===== config.mk =====
export PLATFORM = sky130hd
export DESIGN_NAME = alu_ctrl_seq
export DESIGN_NICKNAME = d
export VERILOG_FILES = /design/src/rtl/alu_ctrl_seq.sv
export SDC_FILE = /design/constraint.sdc
export NUM_CORES = 1
export LEC_CHECK = 0
export CORE_UTILIZATION = 39
export CTS_CLUSTER_SIZE = 14
export DETAILED_ROUTE_END_ITERATION = 10
export GPL_ROUTABILITY_DRIVEN = 0
export GPL_TIMING_DRIVEN = 0
export PLACE_DENSITY_LB_ADDON = 0.3
export SLEW_MARGIN = 20
export SYNTH_ARGS = -nofsm -noshare
export SYNTH_HDL_FRONTEND = slang
export SYNTH_SLANG_ARGS = --single-unit

===== constraint.sdc =====
create_clock -name clk -period 1.6 [get_ports clk]
set_input_delay 0.24 -clock clk [delete_from_list [all_inputs] [get_ports clk]]
set_output_delay 0.24 -clock clk [all_outputs]
set_load 0.05 [all_outputs]

===== src/rtl/alu_ctrl_seq.sv =====
// ALU control sequencer: decodes RISC-V R/I/load-store/branch encodings into ALU
// control codes and sequences multi-cycle M-extension ops with a latency counter.
module alu_ctrl_seq #(
  parameter int MUL_LAT = 2,
  parameter int DIV_LAT = 32,
  parameter int OP_W    = 5
) (
  input  logic            clk,
  input  logic            rst_n,
  input  logic            in_valid,
  output logic            in_ready,
  input  logic [31:0]     instr,
  input  logic [1:0]      alu_op,
  input  logic            alu_en_n,
  input  logic            flush,
  output logic            out_valid,
  output logic [OP_W-1:0] operation,
  output logic [1:0]      equal_comp,
  output logic [2:0]      mem,
  output logic            illegal,
  output logic            md_start,
  output logic            md_busy
);

  localparam logic [4:0] OP_AND  = 5'b00000;
  localparam logic [4:0] OP_OR   = 5'b00001;
  localparam logic [4:0] OP_ADD  = 5'b00010;
  localparam logic [4:0] OP_SUB  = 5'b00011;
  localparam logic [4:0] OP_SLL  = 5'b00100;
  localparam logic [4:0] OP_SLT  = 5'b00101;
  localparam logic [4:0] OP_XOR  = 5'b00110;
  localparam logic [4:0] OP_SLTU = 5'b00111;
  localparam logic [4:0] OP_SRL  = 5'b01000;
  localparam logic [4:0] OP_SRA  = 5'b01001;

  localparam logic [5:0] MUL_CNT = 6'(MUL_LAT - 1);
  localparam logic [5:0] DIV_CNT = 6'(DIV_LAT - 1);

  typedef enum logic {IDLE, MD_WAIT} state_t;

  state_t            state_q;
  logic [5:0]        cnt_q;
  logic              outValid_q;
  logic [OP_W-1:0]   operation_q;
  logic [1:0]        equalComp_q;
  logic [2:0]        mem_q;
  logic              illegal_q;
  logic              mdStart_q;
  logic              mdBusy_q;

  logic [4:0]        decOp_d;
  logic [1:0]        decEq_d;
  logic [2:0]        decMem_d;
  logic              decIll_d;
  logic              decIsM_d;
  logic [5:0]        latCnt_d;
  logic              accept;

  logic [2:0]        funct3;
  logic [6:0]        funct7;
  logic              unusedInstr;

  assign funct3      = instr[14:12];
  assign funct7      = instr[31:25];
  assign unusedInstr = ^{instr[24:15], instr[11:0]};

  assign in_ready = (state_q == IDLE) & ~alu_en_n & ~flush;
  assign accept   = in_valid & in_ready;
  assign latCnt_d = funct3[2] ? DIV_CNT : MUL_CNT;

  // Anything not recognised falls through to ADD with the illegal flag set
  always_comb begin
    decOp_d  = OP_ADD;
    decEq_d  = 2'b00;
    decMem_d = 3'b000;
    decIll_d = 1'b0;
    decIsM_d = 1'b0;
    case (alu_op)
      2'b00: begin
        if (funct7 == 7'b0000000) begin
          case (funct3)
            3'b000:  decOp_d = OP_ADD;
            3'b001:  decOp_d = OP_SLL;
            3'b010:  decOp_d = OP_SLT;
            3'b011:  decOp_d = OP_SLTU;
            3'b100:  decOp_d = OP_XOR;
            3'b101:  decOp_d = OP_SRL;
            3'b110:  decOp_d = OP_OR;
            default: decOp_d = OP_AND;
          endcase
        end else if (funct7 == 7'b0100000 && funct3 == 3'b000) begin
          decOp_d = OP_SUB;
        end else if (funct7 == 7'b0100000 && funct3 == 3'b101) begin
          decOp_d = OP_SRA;
        end else if (funct7 == 7'b0000001) begin
          decOp_d  = {2'b10, funct3};
          decIsM_d = 1'b1;
        end else begin
          decIll_d = 1'b1;
        end
      end
      2'b01: begin
        case (funct3)
          3'b000:  decOp_d = OP_ADD;
          3'b010:  decOp_d = OP_SLT;
          3'b011:  decOp_d = OP_SLTU;
          3'b100:  decOp_d = OP_XOR;
          3'b110:  decOp_d = OP_OR;
          3'b111:  decOp_d = OP_AND;
          3'b001: begin
            if (funct7 == 7'b0000000) decOp_d = OP_SLL;
            else                      decIll_d = 1'b1;
          end
          default: begin
            if (funct7 == 7'b0000000)      decOp_d = OP_SRL;
            else if (funct7 == 7'b0100000) decOp_d = OP_SRA;
            else                           decIll_d = 1'b1;
          end
        endcase
      end
      2'b10: begin
        case (funct3)
          3'b000:  decMem_d = 3'b001;
          3'b001:  decMem_d = 3'b010;
          3'b010:  decMem_d = 3'b011;
          3'b100:  decMem_d = 3'b100;
          3'b101:  decMem_d = 3'b101;
          default: decIll_d = 1'b1;
        endcase
      end
      default: begin
        case (funct3)
          3'b000: begin decOp_d = OP_SUB;  decEq_d = 2'b11; end
          3'b001: begin decOp_d = OP_SUB;  decEq_d = 2'b10; end
          3'b100: begin decOp_d = OP_SLT;  decEq_d = 2'b10; end
          3'b101: begin decOp_d = OP_SLT;  decEq_d = 2'b11; end
          3'b110: begin decOp_d = OP_SLTU; decEq_d = 2'b10; end
          3'b111: begin decOp_d = OP_SLTU; decEq_d = 2'b11; end
          default: decIll_d = 1'b1;
        endcase
      end
    endcase
  end

  // Control fields latch at accept and stay put until the next accept
  always_ff @(posedge clk) begin
    if (!rst_n) begin
      state_q     <= IDLE;
      cnt_q       <= 6'd0;
      outValid_q  <= 1'b0;
      operation_q <= '0;
      equalComp_q <= 2'b00;
      mem_q       <= 3'b000;
      illegal_q   <= 1'b0;
      mdStart_q   <= 1'b0;
      mdBusy_q    <= 1'b0;
    end else begin
      outValid_q <= 1'b0;
      mdStart_q  <= 1'b0;
      if (flush) begin
        state_q  <= IDLE;
        mdBusy_q <= 1'b0;
        cnt_q    <= 6'd0;
      end else begin
        case (state_q)
          IDLE: begin
            if (accept) begin
              operation_q <= OP_W'(decOp_d);
              equalComp_q <= decEq_d;
              mem_q       <= decMem_d;
              illegal_q   <= decIll_d;
              if (decIsM_d) begin
                state_q   <= MD_WAIT;
                mdStart_q <= 1'b1;
                mdBusy_q  <= 1'b1;
                cnt_q     <= latCnt_d;
              end else begin
                outValid_q <= 1'b1;
              end
            end
          end
          MD_WAIT: begin
            if (cnt_q != 6'd0) begin
              cnt_q <= cnt_q - 6'd1;
            end else begin
              outValid_q <= 1'b1;
              mdBusy_q   <= 1'b0;
              state_q    <= IDLE;
            end
          end
          default: state_q <= IDLE;
        endcase
      end
    end
  end

  assign out_valid  = outValid_q;
  assign operation  = operation_q;
  assign equal_comp = equalComp_q;
  assign mem        = mem_q;
  assign illegal    = illegal_q;
  assign md_start   = mdStart_q;
  assign md_busy    = mdBusy_q;

endmodule


After elaboration in Yosys (flattened, before gate mapping)
Index checks and enable logic that the tools add are counted.
{"block": "word_totals", "ff_bits": 21, "latchBits": 0, "ramBits": 0, "romBits": 0, "output_inout_bits": 15, "memories": 0}
{"block": "op_classes", "addsub": 1, "mul": 0, "n_div": 0, "n_lt_le_gt_ge": 0, "n_eq_ne": 15, "shifts": 0, "muxes": 48, "bitwise_logic": 7, "reduce_logical": 20}
{"cell": "$pmux 4 s7", "n": 2}
{"cell": "$mux 5", "n": 5}
{"cell": "$mux 1", "n": 23}
{"cell": "$mux 6", "n": 3}
{"cell": "$pmux 3 s5", "n": 1}
{"cell": "$pmux 5 s3", "n": 1}
{"cell": "$eq 3x3->1 const B", "n": 4}
{"cell": "$pmux 6 s2", "n": 1}
{"cell": "$reduce_or 3->1", "n": 4}
{"cell": "$reduce_or 6->1", "n": 2}
{"cell": "$pmux 3 s3", "n": 1}
{"cell": "$reduce_and 3->1", "n": 3}
{"cell": "$mux 4", "n": 2}
{"cell": "$pmux 1 s2", "n": 4}
{"cell": "$reduce_or 2->1", "n": 4}
{"cell": "$eq 7x1->1 const B", "n": 1}
{"cell": "$eq 7x6->1 const B", "n": 1}
{"cell": "$logic_not 7->1", "n": 1}
{"cell": "$eq 3x2->1 const B", "n": 2}
{"cell": "$mux 3", "n": 2}
{"cell": "$ne 2x2->1 const B", "n": 3}
{"cell": "$reduce_bool 6->1", "n": 1}
{"cell": "$sub 6x1->6 const B", "n": 1}
{"cell": "$reduce_or 5->1", "n": 1}
{"cell": "other kinds (12)", "n": 18}

Logic depth before layout (Yosys ltp)
{"block": "logic_depth", "ltp_word": 9, "depth_mapped": 6}

Least setup slack after synthesis
Ideal clock, no wire load.
{"block": "synth_timing", "kind": "register to output", "from": "reg state_q", "to": "out in_ready", "arrival_ps": 1602, "t_required_ps": 1360, "path_slack_ps": -242, "stages_incl_launch_ff": 3, "n_path_buf": 1, "cell_sequence": "dfxtp_1 > clkbuf_1 > nor3_1"}
{"block": "synth_between", "elab_chain_len": 3}
{"item": "start, declared", "line": "41", "text": "state_t state_q;"}
{"item": "start signal, assigned", "line": "148", "text": "state_q <= IDLE;"}
{"item": "start signal, assigned", "line": "161", "text": "state_q <= IDLE;"}
{"item": "start signal, assigned", "line": "173", "text": "state_q <= MD_WAIT;"}
{"item": "$not 1->1 (no line)"}
{"item": "$and 1x1->1 (2 in series)", "line": "67", "text": "assign in_ready = (state_q == IDLE) & ~alu_en_n & ~flush;"}
{"item": "end, declared", "line": "11", "text": "output logic in_ready,"}
Every way passes these cells.

Worst setup path after layout
{"block": "layout_timing", "from": "in in_valid", "to": "reg operation_q[3], in the netlist operation[3]"}
{"block": "layout_between", "elab_chain_len": 2}
{"item": "start, declared", "line": "10", "text": "input logic in_valid,"}
{"item": "$and 1x1->1", "line": "68", "text": "assign accept = in_valid & in_ready;"}
{"item": "$reduce_and 3->1 (no line)"}
{"item": "end signal, assigned", "line": "168", "text": "operation_q <= OP_W'(decOp_d);"}
{"item": "end, declared", "line": "44", "text": "logic [OP_W-1:0] operation_q;"}
Every way passes these cells.
A chain may end at the register's enable or synchronous reset.

==> impl_metrics.csv <==
group,metric,value,unit
outcome,status,"complete, but fails checks",
outcome,violations,"setup timing",
global_route,grt-ovfl-total,0,
global_route,grt_pass1_wl,6150,um
drt,viasPerCell,5.69,
critical_path,crit_path_end_kind,"flop",
pwr,peakVddDrop,0.301,mV
sta,slew_viol_final,0,
clocking,numCtsBuffers,3,
critical_path,critPathRequiredTime,1840,ps
clocking,cts.clk_slew.worst_paths,130,ps
global_route,antenna_found_initial,0,
drt,drt_first_pass_iters,4,
die,initial_core_util,0.406,
synthesis,synth_edf_count,0,
clocking,clockBufferDepth,2,
sta,rsz0062_at_grt,"true",
pwr,finalPower,1030,uW
critical_path,crit_fanout,4,
drt,drt_iter0_markers,57,
die,floorplan.die_area,3710,um^2
sta,setup_viol,1,
clocking,clock_sink_count,21,
final_layout,area_delta_synth_final,37.4,%
global_route,grt_pass1_vias,1303,
final_layout,drive_gt1_frac,0.186,
clocking,cts_tree,"built",
global_route,grt_usage,0.221,
final_layout,final_cell_count_no_fill,261,
sta,worst_slack,-4.01,ps
global_route,grt_max_degree,13,
critical_path,crit_type,"in -> reg",
synthesis,async_flop_share,0,
drt,drc_errors,0,
synthesis,ys.warnings.count,0,
final_layout,utilization,0.558,
clocking,cts_max_level,1,
hold_path,min_path_type,"in -> reg",
synthesis,yosysSeqAreaShare,0.311,
clocking,insertion_delay,310,ps
die,num_rows,21,
clocking,cts-root-buf,"clkbuf_4",
pwr,power.leakage,0.000709,uW
synthesis,ys_types,50,
sta,finalClockSkew,12.6,ps
die,ios,54,
synthesis,ys_seq_elements,21,
sta,finalHoldViolCount,0,
sta,maxSlewHeadroom,0.672,
synthesis,syn_area_per_cell,7.65,um^2
synthesis,synth_nets,218,
drt,wl_per_cell,14.3,um
placement,post-dp-hpwl,2600,um
final_layout,n_fill_cell,334,
die,die_w,60.9,um
job,cap_violations,0,
final_layout,layout.nets,257,
synthesis,syn_inst,177,
critical_path,crit_path_start_kind,"input port",
synthesis,ys.flop_type,"dfxtp_1",
synthesis,syn_area,1350,um^2
placement,io_buffers,29,
critical_path,crit_arrival,1840,ps
final_layout,antenna_cells,0,
sta,fin_crit,1600,ps
sta,period_share,1.00,
die,die_h,60.9,um
pwr,power_density,556,nW/um^2
placement,dp.cells,252,
die,coreArea,3340,um^2
drt,ant_nets,0,
sta,worst_slew_pin_slew,494,ps
drt,wl,3740,um
drt,vias,1486,
sta,max_freq,0.623,GHz
## metrics by stage
step	instance area, um^2	hold WS [ps]	TNS (ps)	worst slack (ps)
6_report	1860	313	-4.01	-4.01
5_1_grt	1860	339	-116	-33.6
4_1_cts	1790	370	0	1.86
3_5_place_dp	1710	444	-10110	-635
3_3_place_gp	1710	439	-9750	-620
2_1_floorplan	1360	378	0	12.7
## state kept, by name, indices dropped and copies added, names as in the netlist
name and count:
md_start 1, operation 5, mem 3, state_q 1
out_valid 1, cnt_q 6, illegal 1, equal_comp 2
md_busy 1
## cell type report
type / count / area [um^2] / area share
multi-input combinational: 139 / 950 / 0.510
sequential: 21 / 424 / 0.228
timing repair buffer: 34 / 307 / 0.165
buffer: 12 / 76.3 / 0.0410
tap: 46 / 57.6 / 0.0309
clock buffer: 3 / 22.5 / 0.0121
inverter: 5 / 18.8 / 0.0101
clock inverter: 1 / 5.00 / 0.00269
## logic make-up (layout without fill, tap and decap cells)
family / count (synthesis) / in the layout / synth area share
AOI/OAI and AO/OA: 57 / 57 / 0.277
xor gates and xnor gates: 2 / 2 / 0.0129
adders and majority gates: 2 / 2 / 0.0185
buffers and inverters: 17 / 55 / 0.0490
DFF: 21 / 21 / 0.311
and+or+nand+nor: 78 / 78 / 0.332
## power by group
group	total, uW	internal (uW)	switching, uW
logic	238	93.2	145
registers	533	530	3.01
clock network	264	93.3	171
## critical path: stages
cell and delay [ps]:
clkdlybuf4s50_1 480, or4b_4 510, or4b_4 500, a21oi_2 120
## cell usage in the layout, fill, tap and decap left out, types with 3 or more instances in the layout
cell type,instances
a211oi_1,3
nor2b_1,7
nor2_1,11
dfxtp_2,3
nand2b_1,3
nor4b_1,3
a21oi_1,15
clkbuf_4,5
o21ai_0,8
clkdlybuf4s50_1,7
nand2_1,17
dlygate4sd2_1,19
nand3_1,7
dfxtp_1,18
a21boi_0,4
clkbuf_1,3
a31oi_1,6
inv_1,4
buf_4,7
nor3_1,4
## synth_stat cells (all sizes together), types with 4 or more instances
cell type | number | area (um^2)
dfxtp | 21 | 420
nand2 | 18 | 67.6
a21oi | 16 | 80.1
nor2 | 14 | 52.6
clkbuf | 9 | 33.8
o21ai | 8 | 40.0
nand3 | 7 | 35.0
nor2b | 7 | 43.8
nor3 | 7 | 40.0
a31oi | 6 | 37.5
a21boi | 5 | 37.5
nor4b | 5 | 50.0
inv | 4 | 15.0
## worst paths after layout
check                  from      endpoint  slack, ps  cells past startpoint
setup / recovery   in_valid  operation[3]         -4                      4
hold reg to reg      mem[1]        mem[1]        450                      2
setup reg to reg    state_q  operation[3]         10                      3
hold / removal    instr[30]      md_start        310                      4
## routing by layer
| layer | GRT usage | part of all wire | vias to the layer above |
|---|---|---|---|
| met5 | 0 | 0 | - |
| met4 | 0.0584 | 0.020 | 0 |
| met3 | 0.0213 | 0.042 | 8 |
| met2 | 0.345 | 0.43 | 46 |
| met1 | 0.323 | 0.50 | 690 |
| li1 | - | - | 742 |
## timing repair
action,CTS,global route
pin swaps,7,5
hold buffers,0,0
gates resized for setup,45,22
setup endpoints to repair,36,10
buffers inserted,3,2
Note: power is estimated with default switching activity, not from simulation.
==> variant, RTL diff (same flow settings) <==
`OP_W`: 5 -> 10.
--- a/src/rtl/alu_ctrl_seq.sv
+++ b/src/rtl/alu_ctrl_seq.sv
@@ -3,7 +3,7 @@
 module alu_ctrl_seq #(
   parameter int MUL_LAT = 2,
   parameter int DIV_LAT = 32,
-  parameter int OP_W    = 5
+  parameter int OP_W    = 10
 ) (
   input  logic            clk,
   input  logic            rst_n,
Ports: changed (resized operation); port bits go from 54 to 59. The function was not compared with the original's and may differ.
==> variant against the original RTL <==
Sequential cell count did not move. Wire length decreased by 6.3%. Design area rose by 0.87%. Total power increased by 0.74%. Area after synthesis up 0.83%. Synthesized cell count up 4.5%. The run still ends with negative setup slack left. Worst setup slack worse by 0.20 ns. First-iteration DRC count grew 68%. Worst hold slack gained 0.030 ns. Sequential power barely moved. Highest routed layer unchanged. Largest power group unchanged.
==> variant: results (changes against the original RTL) <==
- Result of the run: complete, but fails checks (unchanged)
- Failing checks: negative setup slack (unchanged)
- Global-route wire length before repair: 5388 um (was 6147 um)
- Post-layout worst setup margin: -0.2040 ns (was -0.004008 ns)
- Cell area after placement: 0.001719 mm^2 (was 0.001707 mm^2)
- Fraction of the mapped netlist area in adder cells: 0.01833 (was 0.01848)
- Placed insts: 263 (was 252)
- Number of detailed-route iterations in the first pass: 5 (was 4)
- Met2 global-route usage: 0.3121 (was 0.3454)
- Setup total negative slack: -1.138 ns (was -0.004008 ns)
- Commonest cells in the synthesized netlist: 21 x sky130_fd_sc_hd__dfxtp_1, 19 x sky130_fd_sc_hd__nor2_1, 18 x sky130_fd_sc_hd__nand2_1 (was 21 x sky130_fd_sc_hd__dfxtp_1, 18 x sky130_fd_sc_hd__nand2_1, 16 x sky130_fd_sc_hd__a21oi_1)
- Met3 track demand over resource in global routing: 0.05252 (was 0.02132)
- Synth top area cells: sky130_fd_sc_hd__dfxtp_1 31%, sky130_fd_sc_hd__a21oi_1 6.2%, sky130_fd_sc_hd__nor2_1 5.2% (was sky130_fd_sc_hd__dfxtp_1 31%, sky130_fd_sc_hd__a21oi_1 5.9%, sky130_fd_sc_hd__nand2_1 5.0%)
- Worst Setup Slack post-DPL: -0.4636 ns (was -0.6349 ns)
- Flop+latch power: 0.000532 W (was 0.000533 W)
- Fin nets: 272 (was 257)
- Largest fanout of any net on the critical path: 6 (was 4)
- # setup viols final: 7 (was 1)
- Overall power of the completed layout: 0.001042 W (was 0.001035 W)
- Pin slew with the least headroom to its limit: 0.5039 ns (was 0.4945 ns)
- Total leakage power: 0.7427 nW (was 0.7091 nW)
- Final Skew: 0.001435 ns (was 0.01256 ns)
- Final HPWL from detailed placement: 2399 um (was 2597 um)
- Share of total power in the clock network: 0.249 (was 0.256)
- Sequential share of the synthesized area: 0.3080 (was 0.3105)
- Cell family with the largest share of critical-path delay: compound AO/OA/AOI/OAI gates (was simple AND/OR/NAND/NOR gates)
- Number of inserted filler cells in the final layout: 324 (was 334)
- Maximum vdd ir drop: 0.0003645 V (was 0.0003014 V)
- Global Route Usage Sum: 0.1898 (was 0.2205)
- Final Routed Wirelength: 3510 um (was 3744 um)
- Share of cells above drive strength 1: 0.2130 (was 0.1860)
- Met1 GRT Util: 0.2439 (was 0.3230)
- Port Buf Inserts: 28 (was 29)
- Area fraction in compound gates after synthesis: 0.2768 (was 0.2773)
[variant: changes by cell type after synthesis, moves of 3 or more]
| cell | delta |
|---|---|
| sky130_fd_sc_hd__nor3_1 | -3 |
| sky130_fd_sc_hd__buf_4 | +5 |
| sky130_fd_sc_hd__nor2_1 | +5 |
| sky130_fd_sc_hd__inv_1 | +4 |
| sky130_fd_sc_hd__o21ai_1 | +4 |
| sky130_fd_sc_hd__nand3_1 | -3 |
| sky130_fd_sc_hd__a21boi_0 | -4 |
| sky130_fd_sc_hd__nor2b_1 | -3 |
| sky130_fd_sc_hd__a21oi_2 | +3 |
| sky130_fd_sc_hd__nor4b_1 | -3 |
[variant: cell type report]
cell class | count | area, um^2 | area share
Clock inverter | 1 | 5.005 | 0.002667
Timing Repair Buffer | 37 | 330.3 | 0.1760
Buffer | 18 | 102.6 | 0.05467
Multi-Input combinational cell | 142 | 904.6 | 0.4820
Clock buffer | 3 | 22.52 | 0.01200
Inverter | 8 | 30.03 | 0.01600
Sequential cell | 21 | 424.2 | 0.2260
Tap cell | 46 | 57.56 | 0.03067
[variant: final timing paths]
kind         depth (start not counted)       from            to  slack (ns)
max                                  7  alu_op[0]      cnt_q[1]       -0.20
min                                  3  instr[30]  operation[2]        0.34
max reg2reg                          8   cnt_q[1]      cnt_q[3]       -0.20
min reg2reg                          2     mem[0]        mem[0]        0.46
[variant: timing repair]
item / in CTS / in global routing
buffers inserted: 5 / 3
endpoints found under the setup margin: 27 / 14
gates resized for setup: 34 / 16
pin swaps: 6 / 7
endpoints found under the hold margin: 0 / 0
cloned: 1 / 0
[variant: kinds of logic after synthesis]
family	count (synthesis)
flops	21
other cells	1
buf+inv	26
xor+xnor	1
compound gates	60
fa+ha+maj	2
simple gates	74
